`src/rtl/inst_loader_if.sv`:
```
// Loader-facing bundle: session control, byte stream in, instruction-memory write out.
interface inst_loader_if #(
  parameter int INST_W = 26,
  parameter int ADDR_W = 16
);
  logic              start;
  logic [ADDR_W-1:0] base_addr;
  logic [15:0]       word_count;
  logic [7:0]        in_data;
  logic              in_valid;
  logic              in_ready;
  logic              mem_we;
  logic [ADDR_W-1:0] mem_addr;
  logic [INST_W-1:0] mem_data;
  logic              busy;
  logic              done;
  logic              err;
  logic [15:0]       words_written;

  modport master (
    output start, base_addr, word_count, in_data, in_valid,
    input  in_ready, mem_we, mem_addr, mem_data, busy, done, err, words_written
  );

  modport slave (
    input  start, base_addr, word_count, in_data, in_valid,
    output in_ready, mem_we, mem_addr, mem_data, busy, done, err, words_written
  );
endinterface

```
`src/rtl/inst_loader.sv`:
```
// Packs big-endian byte groups into instruction words written from a base address.
// The write strobe comes one cycle after the 4th byte; in_ready drops during WRITE, so the peak rate is 5 cycles per word.
module inst_loader #(
  parameter int INST_W = 26,
  parameter int ADDR_W = 16
) (
  input logic         clk,
  input logic         rst,
  inst_loader_if.slave bus
);

  typedef enum logic [1:0] {IDLE, RECV, WRITE, DONE} state_t;

  state_t            state;
  state_t            state_nxt;
  logic [ADDR_W-1:0] base;
  logic [15:0]       count;
  logic [15:0]       word_idx;
  logic [15:0]       word_idx_inc;
  logic [1:0]        byte_idx;
  logic [23:0]       asm_q;
  logic [31:0]       asm_nxt;
  logic              accept;
  logic              last_byte;
  logic              word_ok;
  logic              mem_we_q;
  logic [ADDR_W-1:0] mem_addr_q;
  logic [INST_W-1:0] mem_data_q;
  logic              err_q;
  logic [15:0]       words_written_q;

  // Only the first three bytes are stored; the 4th completes the word on the fly.
  assign accept       = (state == RECV) && bus.in_valid;
  assign last_byte    = accept && (byte_idx == 2'd3);
  assign asm_nxt      = {asm_q, bus.in_data};
  assign word_ok      = (asm_nxt[31:INST_W] == '0);
  assign word_idx_inc = word_idx + 16'd1;

  always_ff @(posedge clk) begin
    if (rst) state <= IDLE;
    else     state <= state_nxt;
  end

  always_comb begin
    state_nxt    = state;
    bus.in_ready = 1'b0;
    bus.busy     = 1'b1;
    bus.done     = 1'b0;
    case (state)
      IDLE: begin
        bus.busy = 1'b0;
        if (bus.start) state_nxt = (bus.word_count == 16'd0) ? DONE : RECV;
      end
      RECV: begin
        bus.in_ready = 1'b1;
        if (last_byte) state_nxt = WRITE;
      end
      WRITE: state_nxt = (word_idx_inc == count) ? DONE : RECV;
      DONE: begin
        bus.done  = 1'b1;
        state_nxt = IDLE;
      end
      default: state_nxt = IDLE;
    endcase
  end

  always_ff @(posedge clk) begin
    if (rst) begin
      base            <= '0;
      count           <= '0;
      word_idx        <= '0;
      byte_idx        <= '0;
      asm_q           <= '0;
      mem_we_q        <= 1'b0;
      mem_addr_q      <= '0;
      mem_data_q      <= '0;
      err_q           <= 1'b0;
      words_written_q <= '0;
    end else begin
      mem_we_q <= 1'b0;
      case (state)
        IDLE: begin
          if (bus.start) begin
            base            <= bus.base_addr;
            count           <= bus.word_count;
            word_idx        <= '0;
            byte_idx        <= '0;
            err_q           <= 1'b0;
            words_written_q <= '0;
          end
        end
        RECV: begin
          if (accept) begin
            asm_q    <= asm_nxt[23:0];
            byte_idx <= byte_idx + 2'd1;
          end
          // Address and data only move for a good word so they hold while mem_we is low.
          if (last_byte && word_ok) begin
            mem_we_q   <= 1'b1;
            mem_addr_q <= base + word_idx[ADDR_W-1:0];
            mem_data_q <= asm_nxt[INST_W-1:0];
          end
        end
        WRITE: begin
          word_idx <= word_idx_inc;
          byte_idx <= '0;
          if (mem_we_q) words_written_q <= words_written_q + 16'd1;
          else          err_q           <= 1'b1;
        end
        default: ;
      endcase
    end
  end

  assign bus.mem_we        = mem_we_q;
  assign bus.mem_addr      = mem_addr_q;
  assign bus.mem_data      = mem_data_q;
  assign bus.err           = err_q;
  assign bus.words_written = words_written_q;

endmodule
```
`src/flat_wrapper.sv`:
```
// flat-port wrapper written by rule: the top's interface ports become plain ports
module inst_loader_flat 
#(
  parameter int INST_W = 26,
  parameter int ADDR_W = 16
)
  (clk, rst, bus_start, bus_base_addr, bus_word_count, bus_in_data, bus_in_valid, bus_in_ready, bus_mem_we, bus_mem_addr, bus_mem_data, bus_busy, bus_done, bus_err, bus_words_written);
  inst_loader_if #(.INST_W(INST_W), .ADDR_W(ADDR_W)) bus_i ();
  input logic clk;
  input logic rst;
  input wire logic [$bits(bus_i.start)-1:0] bus_start;
  input wire logic [$bits(bus_i.base_addr)-1:0] bus_base_addr;
  input wire logic [$bits(bus_i.word_count)-1:0] bus_word_count;
  input wire logic [$bits(bus_i.in_data)-1:0] bus_in_data;
  input wire logic [$bits(bus_i.in_valid)-1:0] bus_in_valid;
  output wire logic [$bits(bus_i.in_ready)-1:0] bus_in_ready;
  output wire logic [$bits(bus_i.mem_we)-1:0] bus_mem_we;
  output wire logic [$bits(bus_i.mem_addr)-1:0] bus_mem_addr;
  output wire logic [$bits(bus_i.mem_data)-1:0] bus_mem_data;
  output wire logic [$bits(bus_i.busy)-1:0] bus_busy;
  output wire logic [$bits(bus_i.done)-1:0] bus_done;
  output wire logic [$bits(bus_i.err)-1:0] bus_err;
  output wire logic [$bits(bus_i.words_written)-1:0] bus_words_written;
  assign bus_i.start = bus_start;
  assign bus_i.base_addr = bus_base_addr;
  assign bus_i.word_count = bus_word_count;
  assign bus_i.in_data = bus_in_data;
  assign bus_i.in_valid = bus_in_valid;
  assign bus_in_ready = bus_i.in_ready;
  assign bus_mem_we = bus_i.mem_we;
  assign bus_mem_addr = bus_i.mem_addr;
  assign bus_mem_data = bus_i.mem_data;
  assign bus_busy = bus_i.busy;
  assign bus_done = bus_i.done;
  assign bus_err = bus_i.err;
  assign bus_words_written = bus_i.words_written;
  inst_loader #(.INST_W(INST_W), .ADDR_W(ADDR_W)) u_core (.clk(clk), .rst(rst), .bus(bus_i));
endmodule
```
`config.mk`:
```
export PLATFORM = sky130hd
export DESIGN_NAME = inst_loader_flat
export DESIGN_NICKNAME = d
export VERILOG_FILES = /design/src/rtl/inst_loader_if.sv /design/src/rtl/inst_loader.sv /design/src/flat_wrapper.sv
export SDC_FILE = /design/constraint.sdc
export NUM_CORES = 1
export LEC_CHECK = 0
export CAP_MARGIN = 5
export CORE_AREA = 2 2 116 118
export DETAILED_ROUTE_END_ITERATION = 6
export DIE_AREA = 0 0 118 120
export GPL_TIMING_DRIVEN = 0
export PLACE_DENSITY_LB_ADDON = 0.2
export SYNTH_ARGS = -nofsm -noshare
export SYNTH_HDL_FRONTEND = slang
export SYNTH_SLANG_ARGS = --single-unit
```
`constraint.sdc`:
```
create_clock -name clk -period 3.2 [get_ports clk]
set_input_delay 0.48 -clock clk [delete_from_list [all_inputs] [get_ports clk]]
set_output_delay 0.48 -clock clk [all_outputs]
set_load 0.02 [all_outputs]
```
==> run summary, run 1 <==
* run status: completed
* master cell of the clock root buffer: sky130_fd_sc_hd__clkbuf_16
* number of violations reported at the end of detailed-routing iteration 0: 391
* synthesized flop and latch total: 136
* total via count in the routed design: 6046
* average vias per placed instance: 5.38
* share of the cycle needed by the critical path after routing: 0.887
* number of global-route vias before repair: 5703
* number of buffers added for setup after CTS: 0
* Max Clk Rate: 0.352 GHz
* Max Clock Skew: 7.07 ps
* placement-stage worst setup slack: 310 ps
* setup repair after global routing missed its margin: no
* post-detailed-route count of antenna-violating nets: 0
* drt wl/cell: 15.0 um
* final hold violation count: 0
* clock latency reported for the late side of the worst-skew pair: 420 ps
* number of flops mapped to enable cells by yosys: 0
* minimum period implied by the final worst setup slack: 2840 ps
* Top-Level Pins: 107
* final routed wirelength across all metal layers: 16900 um
* Setup crit start kind: flop
* final worst slack: 362 ps
* top-count cell post-synth: sky130_fd_sc_hd__nand2_1
* number of cell instances on the worst register-to-register path: 9
* worst-case vdd ir drop: 0.000308 V
* slew at the pin with the worst max-slew slack: 756 ps
* nets in the synthesized netlist: 873
* non-filler cells in the finished layout: 1124
* Worst Path Required: 3570 ps
* total of buffers placed on input and output ports: 106
* htree depth: 4
* MaxCap Viol Count: 0
* maximum number of pins on one net before global-route repair: 17
* Fin Hold WS: 452 ps
* share of flip-flops with an asynchronous set or reset: 0
* DP Cell Count: 1092
* Main synth FF type: sky130_fd_sc_hd__dfxtp_1
* cells taking the most area after synthesis: sky130_fd_sc_hd__dfxtp_1 43%, sky130_fd_sc_hd__nand2_1 12%, sky130_fd_sc_hd__a21oi_1 8.9%
* CORE AREA: 13000 um^2
* clock buffer depth: 2
* Die Outline Area: 14200 um^2
* residual DRC count: 0
* Pre-Repair DR Iteration Count: 5
* global-route wire length before repair: 27600 um
* Num Clock Sinks: 136
* clock-pin slew on the worst setup and hold paths: 60 ps
* cell depth of the worst min-delay path: 2
* number of gates given a new drive strength after cts: 0
* Total Nets Final: 998
* warnings from Yosys: 0
* type of the worst setup path: flop to flop
* cts hold-fix bufs: 0
* Synth Instances: 810
* area growth from synthesis to layout: 29.4%
* total global-route track usage: 0.242
* Inserted Clock Buffers: 17
* sum of overflow across all layers after global routing: 0
* average instance area after synthesis: 7.88 um^2
* layout cell share with drive strength beyond 1: 0.0612
* crit path max-delay cell type: sky130_fd_sc_hd__dfxtp_1
* Post-Route Setup TNS: 0 ps
* capturing element type of the critical path: flop
* initial antenna violation count: 0
* total power per unit cell area: 488 nW/um^2
* Post-Synthesis Cell Area: 6380 um^2
* share of Yosys cell area claimed by the top area cell type: 0.427
* CTS tree: built
* # diodes: 0
* Chip Width: 118 um
* sequential cell area fraction in the yosys report: 0.427
* count of unique library cells instantiated by Yosys: 60
* starting density of the core: 0.492
* chip height: 120 um
* largest area contributor in the synthesized netlist: sky130_fd_sc_hd__dfxtp_1
* Slew Viols, Final: 0
* cells traversed along the worst timing path: ha_1, inv_1, fa_1, and2b_1, o31ai_2, a211oi_1, o2111ai_1, a2111oi_0, a311o_1
* Hold Crit Class: flop to flop
* Slew HR: 0.494
* Final setup viols: 0
* crit-path max cell delay: 520 ps
* Crit path arrival time: 3200 ps
* critical path peak fanout: 8
* ranking of synthesized cells by instance count: 203 x sky130_fd_sc_hd__nand2_1, 136 x sky130_fd_sc_hd__dfxtp_1, 113 x sky130_fd_sc_hd__a21oi_1, 52 x sky130_fd_sc_hd__nor2_1, 31 x sky130_fd_sc_hd__clkbuf_1
* # rows: 42
* RD Place Congestion: 0.925
* worst-case register-to-register setup slack: 360 ps
* Detail Placement HPWL: 12400 um
* leakage power: 2.98 nW
==> metal layers <==
layer,up-vias,track usage,routed length [um],part of all wire
li1,3062,-,-,-
met5,-,0,0,0
met4,0,0.100,352,0.021
met3,28,0.0409,587,0.035
met1,2814,0.311,7980,0.47
met2,142,0.406,7960,0.47
==> path summary, 6_finish.rpt <==
path | end | startpoint
worst max-delay path | u_core.bus.mem_addr[14]$_SDFFE_PP0P_ | u_core.word_idx[0]$_SDFFE_PP0P_
worst min-delay path | u_core.bus.mem_addr[0]$_SDFFE_PP0P_ | u_core.bus.mem_addr[0]$_SDFFE_PP0P_
worst max register to register | u_core.bus.mem_addr[14]$_SDFFE_PP0P_ | u_core.word_idx[0]$_SDFFE_PP0P_
worst min register to register | u_core.bus.mem_addr[0]$_SDFFE_PP0P_ | u_core.bus.mem_addr[0]$_SDFFE_PP0P_
==> final cells by class <==
cell class	instances	area, um^2
inverter	10	37.5
buffer	47	209
tap	176	220
clock buffer	21	470
fill	1225	4730
timing repair buffer	106	1060
multi-input combinational	617	3410
clock inverter	11	121
sequential	136	2720
==> report_power, final <==
| group | switching (W) | internal, W | leakage [nW] |
|---|---|---|---|
| Sequential | 0.0000304 | 0.00173 | 1.10 |
| Combinational | 0.000183 | 0.000129 | 1.59 |
| Clock | 0.000745 | 0.00121 | 0.289 |
==> kinds of logic after synthesis <==
logic type / count (synthesis) / share of synthesized area
fa+ha+maj: 19 / 0.0384
simple gates: 359 / 0.256
buf+inv: 57 / 0.0386
compound gates: 195 / 0.178
xor+xnor: 39 / 0.0535
flops: 136 / 0.427
mux: 5 / 0.00824
==> worst max-delay path, delay by kind of cell, from the launching register on <==
family	cells	cell delay (ps)
compound gates	5	1350
fa+ha+maj	2	610
buf+inv	1	60
flops	1	520
simple gates	1	250
==> cells in the final DEF (no fill, tap or decap), types with 3 or more instances in the layout <==
cell and count:
sky130_fd_sc_hd__clkbuf_16 17, sky130_fd_sc_hd__clkbuf_1 32, sky130_fd_sc_hd__a31oi_1 9, sky130_fd_sc_hd__clkdlybuf4s50_1 106, sky130_fd_sc_hd__a2111oi_0 3, sky130_fd_sc_hd__a211oi_1 8, sky130_fd_sc_hd__xnor2_1 21, sky130_fd_sc_hd__or4_1 3
sky130_fd_sc_hd__or3_1 7, sky130_fd_sc_hd__nor4_1 7, sky130_fd_sc_hd__and3_1 11, sky130_fd_sc_hd__a21o_1 4, sky130_fd_sc_hd__nor2_1 52, sky130_fd_sc_hd__nand2b_1 7, sky130_fd_sc_hd__o21ai_1 5, sky130_fd_sc_hd__nand3_2 3
sky130_fd_sc_hd__clkbuf_8 3, sky130_fd_sc_hd__o21ai_0 24, sky130_fd_sc_hd__inv_1 10, sky130_fd_sc_hd__ha_1 18, sky130_fd_sc_hd__nand3_1 22, sky130_fd_sc_hd__nand4_1 7, sky130_fd_sc_hd__clkinv_2 4, sky130_fd_sc_hd__a21oi_1 113
sky130_fd_sc_hd__xor2_1 18, sky130_fd_sc_hd__dfxtp_1 136, sky130_fd_sc_hd__nor3_1 14, sky130_fd_sc_hd__a311oi_1 7, sky130_fd_sc_hd__nand2_1 203, sky130_fd_sc_hd__mux2i_1 3, sky130_fd_sc_hd__buf_2 14, sky130_fd_sc_hd__and2_1 5
sky130_fd_sc_hd__nor4b_1 3
==> metrics by stage <==
step	cell area [um^2]	power (W)	util
floorplan	6380	0.00197	-
global placement	7660	0.00210	0.590
detailed placement	7660	0.00211	0.590
CTS	8250	0.00404	0.636
global route	8250	0.00416	0.636
finish	8250	0.00402	0.636
==> sequential cells by signal, summed over array words and instances, names as in the netlist <==
name	cells
u_core.bus.mem_data	26
u_core.bus.err	1
u_core.word_idx	16
u_core.asm_q	24
u_core.base	16
u_core.byte_idx	2
u_core.count	16
u_core.bus.mem_addr	16
u_core.bus.words_written	16
u_core.state	2
u_core.bus.mem_we	1
Power figures use the tool's default switching activity.
==> inputs of run 2 (changes only) <==
--- a/config.mk
+++ b/config.mk
@@ -9,6 +9,7 @@
 export CORE_AREA = 2 2 116 118
 export DETAILED_ROUTE_END_ITERATION = 6
 export DIE_AREA = 0 0 118 120
+export DONT_BUFFER_PORTS = 1
 export GPL_TIMING_DRIVEN = 0
 export PLACE_DENSITY_LB_ADDON = 0.2
 export SYNTH_ARGS = -nofsm -noshare
==> run 2 against run 1 <==
Hold slack lost 270 ps; cell count down 9.4%; global-route usage is 0.60 points higher; sequential cell count unchanged; count of clock-buffer cells in the layout decreased by 2; total power is 0.30% higher; fmax is 3.5% lower.
==> run summary, run 2 (synthesis results as in run 1) <==
* run status: completed
* clock latency reported for the late side of the worst-skew pair: 430 ps, about the same
* Fin Hold WS: 182 ps, -270 ps
* Crit path arrival time: 3310 ps, +110 ps
* critical path peak fanout: 8, unchanged
* Worst Path Required: 3570 ps, about the same
* area growth from synthesis to layout: 13.0%
* Slew Viols, Final: 0, unchanged
* RD Place Congestion: 0.898, -2.9%
* final routed wirelength across all metal layers: 17000 um, +0.86%
* type of the worst setup path: flop to flop
* number of buffers added for setup after CTS: 0, unchanged
* # rows: 42, unchanged
* starting density of the core: 0.492, unchanged
* Setup crit start kind: flop
* max reg flops: 26, unchanged
* Max Clock Skew: 6.33 ps, -0.743 ps
* residual DRC count: 0, unchanged
* worst-case vdd ir drop: 0.000321 V, +4.3%
* area taken by flip-flops and latches: 2720 um^2, unchanged
* capturing element type of the critical path: flop
* initial antenna violation count: 0, unchanged
* layout cell share with drive strength beyond 1: 0.0689, +0.00770
* htree depth: 4, unchanged
* maximum number of pins on one net before global-route repair: 17, unchanged
* most common cell after layout, fill and taps aside: sky130_fd_sc_hd__nand2_1
* sum of overflow across all layers after global routing: 0, unchanged
* Filler cells: 1227, +0.16%
* slew at the pin with the worst max-slew slack: 775 ps, +19.3 ps
* minimum period implied by the final worst setup slack: 2940 ps, +103 ps
* share of the cycle needed by the critical path after routing: 0.919, +0.0323
* total global-route track usage: 0.248, +0.00601
* CORE AREA: 13000 um^2, unchanged
* Multi-input gate area: 3410 um^2, unchanged
* master cell of the clock root buffer: sky130_fd_sc_hd__clkbuf_16
* number of gates given a new drive strength after cts: 0, unchanged
* Max Clk Rate: 0.340 GHz, -3.5%
* total of buffers placed on input and output ports: 0, -100%
* setup repair after global routing missed its margin: no
* Final setup viols: 0, unchanged
* final hold violation count: 0, unchanged
* Num Clock Sinks: 136, unchanged
* Total Nets Final: 892, -11%
* clock buffer depth: 2, unchanged
* drt wl/cell: 16.7 um, +11%
* total via count in the routed design: 5734, -5.2%
* # diodes: 0, unchanged
* Chip Width: 118 um, unchanged
* post-detailed-route count of antenna-violating nets: 0, unchanged
* Top-Level Pins: 107, unchanged
* average vias per placed instance: 5.63, +4.7%
* commonest cells after routing, fill and taps aside: 203 x sky130_fd_sc_hd__nand2_1, 136 x sky130_fd_sc_hd__dfxtp_1, 113 x sky130_fd_sc_hd__a21oi_1
* global-route wire length before repair: 28000 um, +1.4%
* Hold Crit Class: input pin to flop
* Die Outline Area: 14200 um^2, unchanged
* number of violations reported at the end of detailed-routing iteration 0: 443, +13%
* Pre-Repair DR Iteration Count: 5, unchanged
* Slew HR: 0.483, -0.0110
* chip height: 120 um, unchanged
* CTS tree: built
* Inserted Clock Buffers: 17, unchanged
* cts hold-fix bufs: 0, unchanged
* MaxCap Viol Count: 0, unchanged
* clock-pin slew on the worst setup and hold paths: 60 ps, about the same
* Post-Route Setup TNS: 0 ps, unchanged
* number of global-route vias before repair: 5524, -3.1%
* leakage power: 2.60 nW, -13%
* Detail Placement HPWL: 12700 um, +2.3%
* total power per unit cell area: 560 nW/um^2, +15%
-- run 2: cell count changes in the layout (fill, tap and decap cells not counted) --
cell | before | now
sky130_fd_sc_hd__bufinv_16 | 2 | 3
sky130_fd_sc_hd__clkbuf_8 | 3 | 1
sky130_fd_sc_hd__clkdlybuf4s50_1 | 106 | 0
sky130_fd_sc_hd__clkinv_2 | 4 | 3
sky130_fd_sc_hd__clkinv_4 | 2 | 0
sky130_fd_sc_hd__inv_6 | 1 | 4
sky130_fd_sc_hd__inv_8 | 0 | 1
-- run 2: cell type report --
cell class	instances	share of cell area
Tap cell	176	0.0305
Clock inverter	13	0.0231
Inverter	10	0.00521
Buffer	47	0.0290
Multi-Input combinational cell	617	0.473
Sequential cell	136	0.378
Clock buffer	19	0.0614
-- run 2: per-stage QoR --
step | std cells | power (W) | cell area (um^2) | setup WS [ps] | util
finish | 1018 | 0.00404 | 7210 | 259 | 0.555
global route | 1018 | 0.00418 | 7210 | 97.8 | 0.555
CTS | 1018 | 0.00407 | 7210 | 350 | 0.555
detailed placement | 986 | 0.00204 | 6600 | 376 | 0.508
global placement | 986 | 0.00204 | 6600 | 435 | 0.508
floorplan | 810 | 0.00197 | 6380 | 817 | -
-- run 2: final timing paths --
kind | cells past startpoint | slack, ps | to | from
worst max-delay path | 9 | 260 | u_core.bus.mem_addr[14]$_SDFFE_PP0P_ | u_core.word_idx[0]$_SDFFE_PP0P_
worst min-delay path | 2 | 180 | u_core.asm_q[1]$_SDFFE_PP0P_ | bus_in_data[1]
worst max register to register | 9 | 260 | u_core.bus.mem_addr[14]$_SDFFE_PP0P_ | u_core.word_idx[0]$_SDFFE_PP0P_
worst min register to register | 2 | 460 | u_core.bus.mem_data[24]$_SDFFE_PP0P_ | u_core.asm_q[16]$_SDFFE_PP0P_
-- run 2: where the power goes --
group / internal, W / switching, W / total [W]
sequential: 0.00173 / 0.0000318 / 0.00176
combinational: 0.0000782 / 0.000168 / 0.000246
clock: 0.00126 / 0.000773 / 0.00203
-- run 2: per-layer routing --
metal | up-vias | global-route usage | wire length, um
li1 | 2851 | - | -
met1 | 2695 | 0.316 | 7640
met2 | 155 | 0.415 | 8160
met3 | 33 | 0.0509 | 839
met4 | 0 | 0.0964 | 391
met5 | - | 0 | 0
-- run 2: worst max-delay path: stages, from the launching register on --
cell	delay (ps)
sky130_fd_sc_hd__dfxtp_1	530
sky130_fd_sc_hd__ha_1	250
sky130_fd_sc_hd__inv_1	60
sky130_fd_sc_hd__fa_1	360
sky130_fd_sc_hd__and2b_1	250
sky130_fd_sc_hd__o31ai_2	110
sky130_fd_sc_hd__a211oi_1	450
sky130_fd_sc_hd__o2111ai_1	190
sky130_fd_sc_hd__a2111oi_0	490
sky130_fd_sc_hd__a311o_1	180
==> inputs of run 3 (changes only) <==
--- a/config.mk
+++ b/config.mk
@@ -7,6 +7,7 @@
 export LEC_CHECK = 0
 export CAP_MARGIN = 5
 export CORE_AREA = 2 2 116 118
+export CTS_BUF_LIST = sky130_fd_sc_hd__clkbuf_8
 export DETAILED_ROUTE_END_ITERATION = 6
 export DIE_AREA = 0 0 118 120
 export DONT_BUFFER_PORTS = 1
==> run 3 against run 2 <==
Wire length decreased by 0.57%; cell count unchanged; die area did not move; count of clock-buffer cells in the layout down 1; hold slack worse by 35 ps; final area fell by 2.7%; worst setup slack improved by 54 ps; fmax grew 1.9%; register-to-register slack gained 50 ps; sequential power hardly changed; sequential share of layout area rose by 1.0 points; critical endpoint unchanged.
==> run summary, run 3 (synthesis results as in run 1) <==
* run status: completed
* Total Nets Final: 892, unchanged
* capturing element type of the critical path: flop
* cell depth of the worst min-delay path: 2, unchanged
* total power per unit cell area: 501 nW/um^2, -10%
* chip height: 120 um, unchanged
* number of violations reported at the end of detailed-routing iteration 0: 417, -5.9%
* Clock Power Share: 0.430, -0.073
* Chip Width: 118 um, unchanged
* Worst Path Required: 3610 ps, +40 ps
* placed cell areas: 6600 um^2, unchanged
* Worst Hold Endpoint: u_core.asm_q[1]$_SDFFE_PP0P_
* Post-Route Setup TNS: 0 ps, unchanged
* Crit path arrival time: 3300 ps, about the same
* worst-case register-to-register setup slack: 310 ps, +50 ps
* clock-pin slew on the worst setup and hold paths: 80 ps, +20 ps
* area growth from synthesis to layout: 10.0%
* CORE AREA: 13000 um^2, unchanged
* Reg2Reg Launch Point: u_core.word_idx[0]$_SDFFE_PP0P_
* total of buffers placed on input and output ports: 0, unchanged
* total global-route track usage: 0.249, +0.000535
* drt wl/cell: 16.6 um, -0.57%
* final hold violation count: 0, unchanged
* number of cell instances on the worst register-to-register path: 9, unchanged
* Detail Placement HPWL: 12700 um, unchanged
* number of buffers added for setup after CTS: 0, unchanged
* RD Place Congestion: 0.898, unchanged
* number of global-route vias before repair: 5508, -0.29%
* worst-case vdd ir drop: 0.000292 V, -9.1%
* # diodes: 0, unchanged
* post-detailed-route count of antenna-violating nets: 0, unchanged
* Top-Level Pins: 107, unchanged
* crit path max-delay cell type: sky130_fd_sc_hd__dfxtp_1
* final routed wirelength across all metal layers: 16900 um, -0.57%
* part of the total power dissipated in sequential elements: 0.500, +0.064
* share of the cycle needed by the critical path after routing: 0.902, -0.0168
* critical path peak fanout: 8, unchanged
* Final setup viols: 0, unchanged
* hold path start: bus_in_data[1]
* Hold Crit Class: input pin to flop
* total via count in the routed design: 5736, +0.035%
* starting density of the core: 0.492, unchanged
* CTS tree: built
* master cell of the clock root buffer: sky130_fd_sc_hd__clkbuf_8
* maximum number of pins on one net before global-route repair: 17, unchanged
* clock latency reported for the late side of the worst-skew pair: 460 ps, +30 ps
* Switching Share: 0.260, +0.0189
* cts hold-fix bufs: 0, unchanged
* clock buffer depth: 2, unchanged
* slew at the pin with the worst max-slew slack: 751 ps, -24.0 ps
* layout cell share with drive strength beyond 1: 0.0689, unchanged
* commonest cells after routing, fill and taps aside: 203 x sky130_fd_sc_hd__nand2_1, 136 x sky130_fd_sc_hd__dfxtp_1, 113 x sky130_fd_sc_hd__a21oi_1
* most common cell after layout, fill and taps aside: sky130_fd_sc_hd__nand2_1
* global-route wire length before repair: 27900 um, -0.17%
* leakage power: 2.52 nW, -3.2%
* Num Clock Sinks: 136, unchanged
* Setup crit start kind: flop
* number of gates given a new drive strength after cts: 0, unchanged
* average vias per placed instance: 5.63, about the same
* cell-internal power: 0.00260 W, -15%
* MaxCap Viol Count: 0, unchanged
* Slew HR: 0.497, +0.0142
* Slew Viols, Final: 0, unchanged
* combinational fraction of design power: 0.070, +0.009
* htree depth: 4, unchanged
* end of the worst register-to-register path: u_core.bus.mem_addr[14]$_SDFFE_PP0P_
* cells traversed along the worst timing path: ha_1, inv_1, fa_1, and2b_1, o31ai_2, a211oi_1, o2111ai_1, a2111oi_0, a311o_1
* Pre-Repair DR Iteration Count: 5, unchanged
* residual DRC count: 0, unchanged
* sum of overflow across all layers after global routing: 0, unchanged
* Inserted Clock Buffers: 17, unchanged
* Die Outline Area: 14200 um^2, unchanged
* final instance area: 7020 um^2, -2.7%
* type of the worst setup path: flop to flop
* initial antenna violation count: 0, unchanged
* setup repair after global routing missed its margin: no
* max reg flops: 26, unchanged
* minimum period implied by the final worst setup slack: 2890 ps, -53.8 ps
* # rows: 42, unchanged
* Psw: 0.000915 W, -6.0%
* crit-path max cell delay: 520 ps, about the same
* Max Clock Skew: 11.7 ps, +5.34 ps
* Max Clk Rate: 0.346 GHz, +1.9%
[run 3: metal layers]
layer | global-route usage | share of wire
met3 | 0.0556 | 0.053
met5 | 0 | 0
met1 | 0.316 | 0.44
met2 | 0.408 | 0.48
met4 | 0.107 | 0.026
[run 3: power by group through the flow]
stage / clock network [W] / registers [W] / logic, W
after floorplan: 0 / 0.00179 / 0.000183
after global placement: 0 / 0.00180 / 0.000239
after detailed placement: 0 / 0.00180 / 0.000245
after CTS: 0.00154 / 0.00176 / 0.000246
after global routing: 0.00162 / 0.00176 / 0.000279
final: 0.00151 / 0.00176 / 0.000246
[run 3: cell type report]
| type | instances | area [um^2] |
|---|---|---|
| Tap cell | 176 | 220 |
| Sequential cell | 136 | 2720 |
| Inverter | 10 | 37.5 |
| Fill cell | 1250 | 5960 |
| Buffer | 47 | 209 |
| Clock inverter | 14 | 170 |
| Clock buffer | 18 | 248 |
| Multi-Input combinational cell | 617 | 3410 |
[run 3: critical path: cells and delay by family (launching register included)]
family | cells | cell delay (ps)
buffers and inverters | 1 | 60
AO/OA/AOI/OAI | 5 | 1390
adder cells (fa/ha/maj) | 2 | 610
AND/OR/NAND/NOR | 1 | 250
flip-flops | 1 | 520
[run 3: worst max path at each step]
| stage | startpoint | end | slack (ps) | depth (start not counted) |
|---|---|---|---|---|
| final | u_core.word_idx[0]$_SDFFE_PP0P_ | u_core.bus.mem_addr[14]$_SDFFE_PP0P_ | 310 | 9 |
| after detailed placement | u_core.word_idx[0]$_SDFFE_PP0P_ | u_core.bus.mem_addr[14]$_SDFFE_PP0P_ | 380 | 9 |
| after floorplan | u_core.word_idx[0]$_SDFFE_PP0P_ | u_core.bus.mem_addr[14]$_SDFFE_PP0P_ | 820 | 9 |
| after global placement | u_core.word_idx[0]$_SDFFE_PP0P_ | u_core.bus.mem_addr[14]$_SDFFE_PP0P_ | 440 | 9 |
| after CTS | u_core.word_idx[0]$_SDFFE_PP0P_ | u_core.bus.mem_addr[14]$_SDFFE_PP0P_ | 350 | 9 |
| after global routing | u_core.word_idx[0]$_SDFFE_PP0P_ | u_core.bus.mem_addr[14]$_SDFFE_PP0P_ | 90 | 9 |
[run 3: per-stage QoR]
stage | instances | utilization | worst slack (ps) | total power, W | hold slack [ps]
finish | 1018 | 0.541 | 312 | 0.00352 | 147
global placement | 986 | 0.508 | 435 | 0.00204 | 444
floorplan | 810 | - | 817 | 0.00197 | 432
global route | 1018 | 0.541 | 92.1 | 0.00366 | 124
detailed placement | 986 | 0.508 | 376 | 0.00204 | 448
CTS | 1018 | 0.541 | 346 | 0.00355 | 124
==> variant 1 (config.mk and constraints of run 2) <==
Reset style: asynchronous (`rst`), changed in 2 clocked blocks.
--- a/src/rtl/inst_loader.sv
+++ b/src/rtl/inst_loader.sv
@@ -36,7 +36,7 @@
   assign word_ok      = (asm_nxt[31:INST_W] == '0);
   assign word_idx_inc = word_idx + 16'd1;
 
-  always_ff @(posedge clk) begin
+  always_ff @(posedge clk or posedge rst) begin
     if (rst) state <= IDLE;
     else     state <= state_nxt;
   end
@@ -64,7 +64,7 @@
     endcase
   end
 
-  always_ff @(posedge clk) begin
+  always_ff @(posedge clk or posedge rst) begin
     if (rst) begin
       base            <= '0;
       count           <= '0;
Check against the original RTL: differs if rst is asserted again (counterexample within 4 cycles, from zero or initial values and one cycle with rst high); with rst held inactive, the same outputs for 4 cycles.
==> variant 1 against run 2 <==
- first-iteration DRC count down 48%
- sequential share of layout area up 7.1 points
- via count is 14% lower
- global-route usage decreased by 1.5 points
- sequential cell count unchanged
- final area increased by 5.3%
- area after synthesis is 5.4% higher
- clock skew decreased by 0.00070 ns
- worst setup slack gained 0.21 ns
- critical path depth is 2 lower
- wire length is 9.8% lower
- critical endpoint is now u_core.bus.mem_data[9]$_DFFE_PP0P_
- largest cell class is now flip-flops and latches
- highest routed layer unchanged
Power is not compared: it rests on default switching activity, and its combinational part moved more than twofold at a synthesized area within 25%.
==> variant 1: results (changes against run 2) <==
status=completed (unchanged); Largest register FFs=26 (unchanged); number of setup buffers added after CTS=0 (unchanged); synth top area cells=dfrtp_1 (51%), mux2_2 (9.0%), nand2_1 (7.6%), o21ai_0 (3.8%), ha_1 (3.4%) (was dfxtp_1 (43%), nand2_1 (12%), a21oi_1 (8.9%), ha_1 (3.5%), nor2_1 (3.1%)); CTS clk-pin slew, worst paths=0.06 ns (about the same); vias=4,929 (was 5,734); share of the yosys chip area belonging to registers=50.63% (was 42.68%); Vias/cell=5.640 (was 5.633); GRT Overall Usage=23.33% (was 24.83%); CTS root buffer=clkbuf_16 (unchanged); Nets=748 (was 892); Placed Cells incl. Taps=842 (was 986); Mapped Nets=726 (was 873); number of global-route vias before repair=4,972 (was 5,524); Yosys warnings=0 (unchanged); clock tree buffer depth=2 (unchanged); Max FO, Critical Path=10 (was 8); Hold Path Class=in -> async (was in -> reg); Final Wtd Congestion=0.8403 (was 0.8981); ANT cells=0 (unchanged); Slew @ Worst Pin=0.7899 ns (was 0.7755 ns); Placed Area=0.007005 sq mm (was 0.006600 sq mm); largest net degree at the start of global routing=44 (was 17); DRC violations left=0 (unchanged); synth cell count leaders=dfrtp_1 (136), nand2_1 (136), mux2_2 (54) (was nand2_1 (203), dfxtp_1 (136), a21oi_1 (113)); first-pass GRT wire length=25,900 um (was 27,950 um); CTS Buf Count=17 (unchanged); Distinct cells, synth=55 (was 60); post-synthesis average cell area=10.14 sq um (was 7.876 sq um); Post-DP HPWL=11,370 um (was 12,700 um); share of post-route cells with drive strength above 1=16.19% (was 6.888%); initial antenna violation count=0 (unchanged); starting DRC count in detailed routing=231 (was 443); Routed WL per cell=17.56 um (was 16.73 um); DRT Pass-1 Iters=5 (unchanged); fillers=1,147 (was 1,227); Final Skew=0.005625 ns (was 0.006325 ns); Async SR Flop Fraction=100.0% (was 0%)
-- variant 1: cell families after synthesis --
| kind of cell | count (synthesis) | share of synthesized area [%] |
|---|---|---|
| simple gates | 251 | 17.80 |
| flops | 136 | 50.63 |
| compound gates | 116 | 10.54 |
| mux | 56 | 9.345 |
| buf+inv | 44 | 2.699 |
| xor+xnor | 41 | 5.342 |
| fa+ha+maj | 19 | 3.649 |
-- variant 1: power by group through the flow --
| stage | Combinational, W | Sequential, W | Clock, W |
|---|---|---|---|
| after global placement | 0.00157 | 0.00285 | 0 |
| after floorplan | 0.00132 | 0.00271 | 0 |
| final | 0.00163 | 0.00283 | 0.00192 |
| after detailed placement | 0.00165 | 0.00286 | 0 |
| after CTS | 0.00166 | 0.00284 | 0.00196 |
| after global routing | 0.00184 | 0.00290 | 0.00204 |
-- variant 1: layer usage --
metal / global-route usage, % / vias up / part of all wire (%)
li1: - / 2355 / -
met1: 29.96 / 2437 / 42
met2: 37.14 / 123 / 50
met3: 7.462 / 14 / 6.6
met4: 8.735 / 0 / 1.3
met5: 0 / - / 0
-- variant 1: worst paths after layout --
kind / start / end / slack, ns / cells after the start
max: u_core.state[0]$_DFFE_PP0P_ / u_core.bus.mem_data[9]$_DFFE_PP0P_ / 0.47 / 7
min: rst / u_core.bus.mem_addr[14]$_DFFE_PP0P_ / 0.02 / 1
max reg2reg: u_core.state[0]$_DFFE_PP0P_ / u_core.bus.mem_data[9]$_DFFE_PP0P_ / 0.47 / 7
min reg2reg: u_core.asm_q[16]$_DFFE_PP0P_ / u_core.bus.mem_data[24]$_DFFE_PP0P_ / 0.47 / 2
max in group asynchronous: rst / u_core.word_idx[0]$_DFFE_PP0P_ / 2.35 / 3
min in group clk: bus_in_data[0] / u_core.bus.mem_data[0]$_DFFE_PP0P_ / 0.16 / 2
-- variant 1: worst max-delay path, stage by stage (launching register included) --
cell	delay [ns]
dfrtp_1	0.38
clkbuf_1	0.33
nor2b_1	0.68
nand4_1	0.37
clkbuf_1	0.32
clkbuf_1	0.31
nand2_1	0.15
nand2_1	0.07
-- variant 1: through the flow --
stage	util, %	setup slack (ns)
global route	58.50	0.1806
global placement	53.51	0.3478
CTS	58.50	0.4428
floorplan	-	0.9722
detailed placement	53.97	0.4523
finish	58.50	0.4668
-- variant 1: area by class of cell --
type	instances	share of cell area [%]
Sequential cell	136	44.82
Multi-Input combinational cell	483	41.31
Clock buffer	19	5.965
Tap cell	176	2.900
Clock inverter	13	1.780
Buffer	29	1.648
Timing Repair Buffer	3	0.7909
Inverter	15	0.7909
==> variant 2 (config.mk and constraints of run 2) <==
Made on the original files. `ADDR_W` is set to 16 in 3 places; all go to 14.
--- a/src/rtl/inst_loader_if.sv
+++ b/src/rtl/inst_loader_if.sv
@@ -1,7 +1,7 @@
 // Loader-facing bundle: session control, byte stream in, instruction-memory write out.
 interface inst_loader_if #(
   parameter int INST_W = 26,
-  parameter int ADDR_W = 16
+  parameter int ADDR_W = 14
 );
   logic              start;
   logic [ADDR_W-1:0] base_addr;
--- a/src/rtl/inst_loader.sv
+++ b/src/rtl/inst_loader.sv
@@ -2,7 +2,7 @@
 // The write strobe comes one cycle after the 4th byte; in_ready drops during WRITE, so the peak rate is 5 cycles per word.
 module inst_loader #(
   parameter int INST_W = 26,
-  parameter int ADDR_W = 16
+  parameter int ADDR_W = 14
 ) (
   input logic         clk,
   input logic         rst,
--- a/src/flat_wrapper.sv
+++ b/src/flat_wrapper.sv
@@ -2,7 +2,7 @@
 module inst_loader_flat 
 #(
   parameter int INST_W = 26,
-  parameter int ADDR_W = 16
+  parameter int ADDR_W = 14
 )
   (clk, rst, bus_start, bus_base_addr, bus_word_count, bus_in_data, bus_in_valid, bus_in_ready, bus_mem_we, bus_mem_addr, bus_mem_data, bus_busy, bus_done, bus_err, bus_words_written);
   inst_loader_if #(.INST_W(INST_W), .ADDR_W(ADDR_W)) bus_i ();
Ports: changed (resized bus_base_addr and bus_mem_addr); port bits go from 107 to 103. No check against the original RTL was run, so the function may have changed too.
==> variant 2 against run 2 <==
- worst setup slack improved by 0.27 ns
- via count fell by 1.3%
- power fell by 3.6%
- wire length rose by 1.2%
- area after synthesis fell by 1.9%
- critical endpoint is now u_core.bus.mem_addr[10]$_SDFFE_PP0P_
- highest routed layer unchanged
- final cell count fell by 1.8%
- sequential cell count fell by 4
- final area fell by 1.9%
- clock skew rose by 0.0038 ns
==> variant 2: results (changes against run 2) <==
share of post-route cells with drive strength above 1=7.767% (was 6.888%); synth top area cells=dfxtp_1 (42%), nand2_1 (12%), a21oi_1 (8.9%), ha_1 (3.2%), xnor2_1 (3.1%) (was dfxtp_1 (43%), nand2_1 (12%), a21oi_1 (8.9%), ha_1 (3.5%), nor2_1 (3.1%)); relative slew slack=53.83% (was 48.30%); CTS root buffer=clkbuf_16 (unchanged); clock-cell share of area=8.319% (was 8.452%); synth cell count leaders=nand2_1 (199), dfxtp_1 (132), a21oi_1 (111) (was nand2_1 (203), dfxtp_1 (136), a21oi_1 (113)); Final Wtd Congestion=0.8857 (was 0.8981); number of global-route vias before repair=5,346 (was 5,524); CLK BUF=18 (was 19); share of the yosys chip area belonging to registers=42.21% (was 42.68%); vias=5,658 (was 5,734); Post-DP HPWL=12,980 um (was 12,700 um); Reg area=0.002643 sq mm (was 0.002723 sq mm); Worst Setup EP=u_core.bus.mem_addr[10]$_SDFFE_PP0P_ (was u_core.bus.mem_addr[14]$_SDFFE_PP0P_); starting DRC count in detailed routing=436 (was 443); Routed WL per cell=17.22 um (was 16.73 um); VDD IR max=0.0003139 V (was 0.0003215 V); status=completed (unchanged); max incr delay on CP=0.58 ns (was 0.53 ns); GRT Overall Usage=24.71% (was 24.83%); initial antenna violation count=0 (unchanged); multi-input gates=603 (was 617); area of the multi-input gates=0.003353 sq mm (was 0.003411 sq mm); nonclk buf count=48 (was 47); Max FO, Critical Path=9 (was 8); Mapped Nets=852 (was 873); clock group share of total power=49.8% (was 50.3%); Final Skew=0.01011 ns (was 0.006325 ns); H-tree levels=4 (unchanged); Leak=2.562 nW (was 2.601 nW); fillers=1,268 (was 1,227); Placed Cells incl. Taps=969 (was 986); Distinct cells, synth=65 (was 60); critical path's slowest cell=dfxtp_1 (unchanged); Psw=0.0009558 W (was 0.0009729 W); WL final=17,220 um (was 17,030 um); Mapped Cells=793 (was 810); Worst Min Path Start=bus_in_data[0] (was bus_in_data[1]); arrival time at the worst endpoint=2.99 ns (was 3.31 ns); sequential cells=132 (was 136); Nets=871 (was 892)
==> variant 2: metal layers <==
layer	wire (um)	global-route usage, %
met1	7711	31.73
met2	8189	40.41
met3	992	6.416
met4	331	8.509
met5	0	0
==> variant 2: stage by stage <==
step / util (%) / hold slack, ns / total power [W] / cell area [sq um] / setup slack (ns)
after CTS: 54.46 / 0.1783 / 0.003922 / 7069 / 0.5608
final: 54.46 / 0.1916 / 0.003890 / 7069 / 0.5255
after floorplan: - / 0.4360 / 0.001915 / 6261 / 1.026
after detailed placement: 49.93 / 0.4504 / 0.001989 / 6481 / 0.5900
after global routing: 54.46 / 0.1800 / 0.004029 / 7069 / 0.3373
after global placement: 49.93 / 0.4452 / 0.001982 / 6481 / 0.5323
==> variant 2: cell families (layout without fill, tap and decap cells) <==
logic type               after synthesis  after routing  synth area share, %
XOR/XNOR                              42             42                5.875
buffers and inverters                 58             89                4.237
AND/OR/NAND/NOR                      351            351                25.60
multiplexers                           2              2               0.3198
AO/OA/AOI/OAI                        191            191                18.25
flip-flops                           132            132                42.21
adder cells (fa/ha/maj)               17             17                3.517
==> variant 2: worst min-delay path by stage <==
stage / end / slack, ns / depth (start not counted)
2_1_floorplan: u_core.asm_q[21]$_SDFFE_PP0P_ / 0.44 / 2
3_3_place_gp: u_core.asm_q[17]$_SDFFE_PP0P_ / 0.45 / 2
3_5_place_dp: u_core.asm_q[19]$_SDFFE_PP0P_ / 0.45 / 2
4_1_cts: u_core.base[5]$_SDFFE_PP0P_ / 0.18 / 2
5_1_grt: u_core.asm_q[2]$_SDFFE_PP0P_ / 0.18 / 2
6_report: u_core.asm_q[0]$_SDFFE_PP0P_ / 0.19 / 2
